<file path="src/rtl/count_sequencer.sv">
// Run/stop/limit sequencer: counts 0..limit one-shot or continuously, with pause/resume.
// Optional TICK_DIV_EN macro enables a DIV-clock prescaler between count steps.
module count_sequencer #(
  parameter int WIDTH = 3,
  parameter int DIV   = 4
) (
  input  logic             clk,
  input  logic             rst_n,
  input  logic             start,
  input  logic             stop,
  input  logic             mode,
  input  logic [WIDTH-1:0] limit,
  output logic [WIDTH-1:0] count,
  output logic             busy,
  output logic             done,
  output logic             wrap
);

  typedef enum logic [1:0] {
    IDLE = 2'd0,
    RUN  = 2'd1,
    HOLD = 2'd2,
    DONE = 2'd3
  } state_t;

  if (DIV < 1) begin : g_bad_div
    $error("count_sequencer: DIV must be at least 1");
  end

  state_t           state_q, state_d;
  logic [WIDTH-1:0] count_q, count_d;
  logic [WIDTH-1:0] limit_q, limit_d;
  logic             mode_q, mode_d;
  logic             busy_q, busy_d;
  logic             done_q, done_d;
  logic             wrap_q, wrap_d;
  logic             tick;

`ifdef TICK_DIV_EN
  localparam int PW = (DIV > 1) ? $clog2(DIV) : 1;

  logic [PW-1:0] presc_q, presc_d;

  assign tick = (presc_q == PW'(DIV - 1));
`else
  assign tick = 1'b1;
`endif

  always_comb begin
    state_d = state_q;
    count_d = count_q;
    limit_d = limit_q;
    mode_d  = mode_q;
    busy_d  = busy_q;
    done_d  = 1'b0;
    wrap_d  = 1'b0;
`ifdef TICK_DIV_EN
    presc_d = presc_q;
`endif

    case (state_q)
      IDLE: begin
        busy_d = 1'b0;
        if (start && !stop) begin
          state_d = RUN;
          count_d = '0;
          limit_d = limit;
          mode_d  = mode;
          busy_d  = 1'b1;
`ifdef TICK_DIV_EN
          presc_d = '0;
`endif
        end
      end

      RUN: begin
        // Stop takes priority over any tick that lands in the same cycle.
        if (stop) begin
          state_d = HOLD;
        end else begin
`ifdef TICK_DIV_EN
          presc_d = tick ? '0 : presc_q + 1'b1;
`endif
          if (tick) begin
            if (count_q < limit_q) begin
              count_d = count_q + 1'b1;
            end else if (!mode_q) begin
              state_d = DONE;
              busy_d  = 1'b0;
              done_d  = 1'b1;
            end else begin
              count_d = '0;
              wrap_d  = 1'b1;
            end
          end
        end
      end

      HOLD: begin
        if (start && !stop) begin
          state_d = RUN;
        end
      end

      DONE: begin
        state_d = IDLE;
        busy_d  = 1'b0;
      end

      default: begin
        state_d = IDLE;
        busy_d  = 1'b0;
      end
    endcase
  end

  always_ff @(posedge clk) begin
    if (!rst_n) begin
      state_q <= IDLE;
      count_q <= '0;
      limit_q <= '0;
      mode_q  <= 1'b0;
      busy_q  <= 1'b0;
      done_q  <= 1'b0;
      wrap_q  <= 1'b0;
`ifdef TICK_DIV_EN
      presc_q <= '0;
`endif
    end else begin
      state_q <= state_d;
      count_q <= count_d;
      limit_q <= limit_d;
      mode_q  <= mode_d;
      busy_q  <= busy_d;
      done_q  <= done_d;
      wrap_q  <= wrap_d;
`ifdef TICK_DIV_EN
      presc_q <= presc_d;
`endif
    end
  end

  assign count = count_q;
  assign busy  = busy_q;
  assign done  = done_q;
  assign wrap  = wrap_q;

endmodule

</file>
<file path="config.mk">
export PLATFORM = sky130hd
export DESIGN_NAME = count_sequencer
export DESIGN_NICKNAME = d
export VERILOG_FILES = /design/src/rtl/count_sequencer.sv
export SDC_FILE = /design/constraint.sdc
export NUM_CORES = 1
export LEC_CHECK = 0
export ABC_CLOCK_PERIOD_IN_PS = 4400
export CORE_ASPECT_RATIO = 1.4
export CORE_MARGIN = 2
export CORE_UTILIZATION = 25
export CTS_CLUSTER_SIZE = 30
export DETAILED_ROUTE_END_ITERATION = 7
export PLACE_DENSITY = 0.46
export SLEW_MARGIN = 0
export SYNTH_ARGS = -nofsm -noshare
export SYNTH_HDL_FRONTEND = slang
export SYNTH_SLANG_ARGS = --single-unit
</file>
<file path="constraint.sdc">
create_clock -name clk -period 4.4 [get_ports clk]
set_input_delay 1.32 -clock clk [delete_from_list [all_inputs] [get_ports clk]]
set_output_delay 1.32 -clock clk [all_outputs]
set_load 0.1 [all_outputs]
</file>
### Word level (Yosys, flattened, before mapping)

Cells that the tools add are included.

| storage, ports and cells | value |
|---|---|
| flip-flop bits (word level) | 12 |
| bits of input ports | 8 |
| output and inout port bits | 6 |
| logic and storage cells | 50 |

| operators by class | value |
|---|---|
| add/subtract/negate cells | 1 |
| order comparisons | 1 |
| eq/ne operators | 11 |
| mux-type cells | 17 |
| bitwise operators | 2 |
| reductions and logical operators | 11 |

Operators with widths:

| operator | number |
|---|---|
| 2-to-1 mux 3 bit | 4 |
| inequality test 3 bit, second input constant | 3 |
| 2-to-1 mux 2 bit | 4 |
| inequality test 2 bit, second input constant | 4 |
| AND reduction 4 bit | 2 |
| 2-to-1 mux 1 bit | 6 |
| one-hot mux 2 bit (3 select lines) | 1 |
| one-hot mux 3 bit (2 select lines) | 1 |
| equality test 2 bit, second input constant | 2 |
| OR reduction 4 bit | 1 |
| adder 3 x 1 -> 3 bit, second input constant | 1 |
| less-than comparator 3 bit | 1 |
| one-hot mux 1 bit (3 select lines) | 1 |
| AND reduction 3 bit | 1 |
| nonzero test 3 bit | 1 |
| equality test 2 x 1 -> 1 bit, second input constant | 1 |
| zero test 2 bit | 1 |
| inequality test 2 x 1 -> 1 bit, second input constant | 1 |
| inverter 1 bit | 2 |
| AND reduction 2 bit | 1 |
| nonzero test 2 bit | 1 |
| OR reduction 2 bit | 1 |
| logical AND 1 bit | 1 |
| zero test 1 bit | 1 |

### Logic depth before layout (Yosys ltp)

| depth | value |
|---|---|
| depth in word-level cells | 4 |
| gate-level depth with buffers | 7 |
| depth with buffers taken out | 6 |

### Least setup slack after synthesis

No wires, ideal clock.

| timing path | value |
|---|---|
| path kind | reg-to-output |
| from | register count_q[0] (netlist: count[0]) |
| to | output count[0] |
| arrival | 0.976 ns |
| data required time | 3.080 ns |
| slack | 2.104 ns |
| cell stages (with the launch flop) | 1 |
| buffers on the path | 0 |
| path through | dfxtp_1 |

RTL lines:

| item | line | RTL |
|---|---|---|
| start, declared | 31 | `logic [WIDTH-1:0] count_q, count_d;` |
| start signal, assigned | 131 | `count_q <= count_d;` |
| end, declared | 13 | `output logic [WIDTH-1:0] count,` |

No word-level cell between the ends.

### Final worst setup path

| timing path | value |
|---|---|
| from | register count_q[2] (netlist: count[2]) |
| to | output count[2] |

No word-level cell between the ends.

==> flow_metrics.py <==
metrics = {
    "die": {
        "die_w_microns": 49.30,
        "initial_core_util": 0.2573,
        "core_area_sq_um": 2791,
        "fp.dieArea_sq_um": 3324,
        "std_cell_rows": 23,
        "ios": 14,
        "die_y_microns": 67.42,
    },
    "logic_synthesis": {
        "ys_ff_latch": 12,
        "synth_area_per_cell_sq_um": 8.867,
        "syn_inst": 81,
        "synth.top_cell.area_share": 0.3345,
        "synth_edf_count": 0,
        "synth_cell_type_count": 29,
        "syn_area_sq_um": 718.2,
        "yosysTopAreaCell": "dfxtp_1",
        "synth_seq_area_share": 0.3345,
        "synth.area.top_cells": "dfxtp_1, ha_1, nand2_1, mux2i_1, nand3_1",
        "synth-main-ff-cell": "dfxtp_1",
        "yosys-top-cells-count": "dfxtp_1, nand2_1, ha_1, inv_1, nand3_1",
        "synth_warnings": 0,
        "synth_most_common_cell": "dfxtp_1",
        "synth_fp_nets": 96,
        "async_reset_ff_frac": 0,
    },
    "route": {
        "via_count": 606,
        "dr.pass1.iters": 4,
        "drt_iter0_drc": 15,
        "viasPerCell": 4.591,
        "antenna_left": 0,
        "drc": 0,
        "drt_wl_total_mm": 1.520,
        "routedWlPerCell_microns": 11.52,
    },
    "global_route": {
        "grt_max_degree": 18,
        "grt_pass1_vias": 590,
        "overflow": 0,
        "grt_pass1_wl_mm": 2.518,
        "antenna_found_initial": 0,
        "track_usage": 0.1026,
    },
    "setup_path": {
        "r2r-start": "count[2]$_SDFFE_PN0P_",
        "crit_path_start_kind": "flip-flop",
        "cp_slowest_cell": "clkdlybuf4s50_1",
        "path_max_fanout": 5,
        "arrival_ns": 1.79,
        "reg2reg_to": "state_q[1]$_SDFFE_PN0P_",
        "r2r_slack_ns": 2.71,
        "path_class": "reg -> out",
        "crit_path_max_incr_delay_ns": 1.16,
        "rr_worst_depth": 5,
        "endpoint_kind": "output pin",
        "worstPathRequired_ns": 3.08,
        "critical_path_buf_inv_count": 1,
        "cp_top_family": "buffers and inverters",
        "crit_chain": "clkdlybuf4s50_1",
    },
    "power": {
        "cellPowerDensity_nw_per_um2": 463.9,
        "p_leak_uw": 0.0003623,
        "irDropWorstVdd_mv": 0.2381,
    },
    "finish": {
        "syn_to_final_growth_pct": 30.49,
        "n_antenna_cell": 0,
        "drive_gt1_frac": 0.09474,
        "nets": 111,
        "fillers": 305,
    },
    "cts": {
        "clock_path_buffers": 2,
        "ctsRootBufferMaster": "clkbuf_8",
        "cts_hold_buffers": 0,
        "numCtsBuffers": 3,
        "clk_pin_slew_ns": 0.06,
        "cts.sink_count": 12,
        "cts_resized": 0,
        "cts_tree": "yes",
        "post_cts_buffers": 0,
        "htreeDepth": 1,
        "insertion_delay_ns": 0.24,
    },
    "sta": {
        "finalCriticalPeriod_ns": 3.114,
        "max_freq_mhz": 321.1,
        "hold_viol": 0,
        "tns_ns": 0,
        "finClkSkew_ns": 0.004160,
        "worstMarginPinSlew_ns": 0.9736,
        "rsz0062_at_grt": "false",
        "setup_viol": 0,
        "drv_slew": 0,
        "fin_crit_sh": 0.7077,
        "relSlewSlack": 0.3489,
        "fin_hold_ws_ns": 0.4597,
    },
    "job": {
        "max_cap_viol_count": 0,
    },
    "run_status": {
        "status": "complete, no violations",
    },
    "worst_hold_path": {
        "worstHoldStart": "busy$_SDFFE_PN0P_",
        "hp-class": "reg -> reg",
        "hold_end": "busy$_SDFFE_PN0P_",
        "hold_path_depth": 2,
    },
    "place": {
        "dp_hpwl_mm": 1.208,
        "place_congestion": 0.7680,
        "io_buffer_count": 13,
    },
}
-- report_power, final --
part	leakage [uW]	internal [uW]	switching (uW)
Combinational	0.000236	70.2	109
Clock	0.0000288	79.2	43.6
Sequential	0.0000975	122	10.7
-- state kept, by name (all words and copies together) (netlist names) --
register / flops
busy: 1
count: 3
done: 1
limit_q: 3
mode_q: 1
state_q: 2
wrap: 1
-- metrics by stage --
stage	instance area (sq um)	instances	setup slack [ns]	utilization	power, uW
after floorplan	718.2	81	2.104	-	272.8
after global placement	882.1	128	1.547	0.3160	315.6
after detailed placement	882.1	128	1.540	0.3160	315.1
after CTS	937.1	132	1.276	0.3357	439.1
after global routing	937.1	132	1.246	0.3357	459.9
final	937.1	132	1.286	0.3357	434.7
-- per-layer routing --
metal	global-route usage	wire length, microns
met2	0.1875	778
met5	0	0
met1	0.1041	674
met3	0.01327	33
met4	0.08571	33
-- kinds of logic after synthesis --
group,Yosys count,synth area share
buffers and inverters,10,0.05401
DFF,12,0.3345
adders and majority gates,7,0.1219
and+or+nand+nor,32,0.2335
muxes,3,0.04181
AOI/OAI and AO/OA,17,0.2143
-- cells in the final DEF, fill, tap and decap left out, types with 2 or more instances in the layout --
| master | instances |
|---|---|
| dfxtp_1 | 12 |
| a31o_1 | 2 |
| a21boi_0 | 4 |
| nand4_1 | 3 |
| mux2i_1 | 3 |
| nand2_1 | 11 |
| clkdlybuf4s50_1 | 13 |
| clkbuf_8 | 4 |
| inv_1 | 7 |
| nor2_1 | 4 |
| o21ai_0 | 2 |
| ha_1 | 7 |
| nor2b_1 | 2 |
| nand3_1 | 6 |
-- worst max-delay path by stage --
stage / startpoint / endpoint / slack (ns) / cells after the start
6_report: count[2]$_SDFFE_PN0P_ / count[2] / 1.29 / 1
3_3_place_gp: count[0]$_SDFFE_PN0P_ / count[0] / 1.55 / 1
5_1_grt: count[1]$_SDFFE_PN0P_ / count[1] / 1.25 / 1
4_1_cts: count[0]$_SDFFE_PN0P_ / count[0] / 1.28 / 1
3_5_place_dp: count[0]$_SDFFE_PN0P_ / count[0] / 1.54 / 1
2_1_floorplan: count[0]$_SDFFE_PN0P_ / count[0] / 2.10 / 0
-- cell type report --
class / count / area [sq um] / area share
Sequential cell: 12 / 240.2 / 0.2563
Inverter: 7 / 26.28 / 0.02804
Multi-Input combinational cell: 59 / 439.2 / 0.4686
Tap cell: 37 / 46.29 / 0.04940
Timing Repair Buffer: 13 / 130.1 / 0.1389
Clock buffer: 4 / 55.05 / 0.05874
Power figures use the tool's default switching activity.
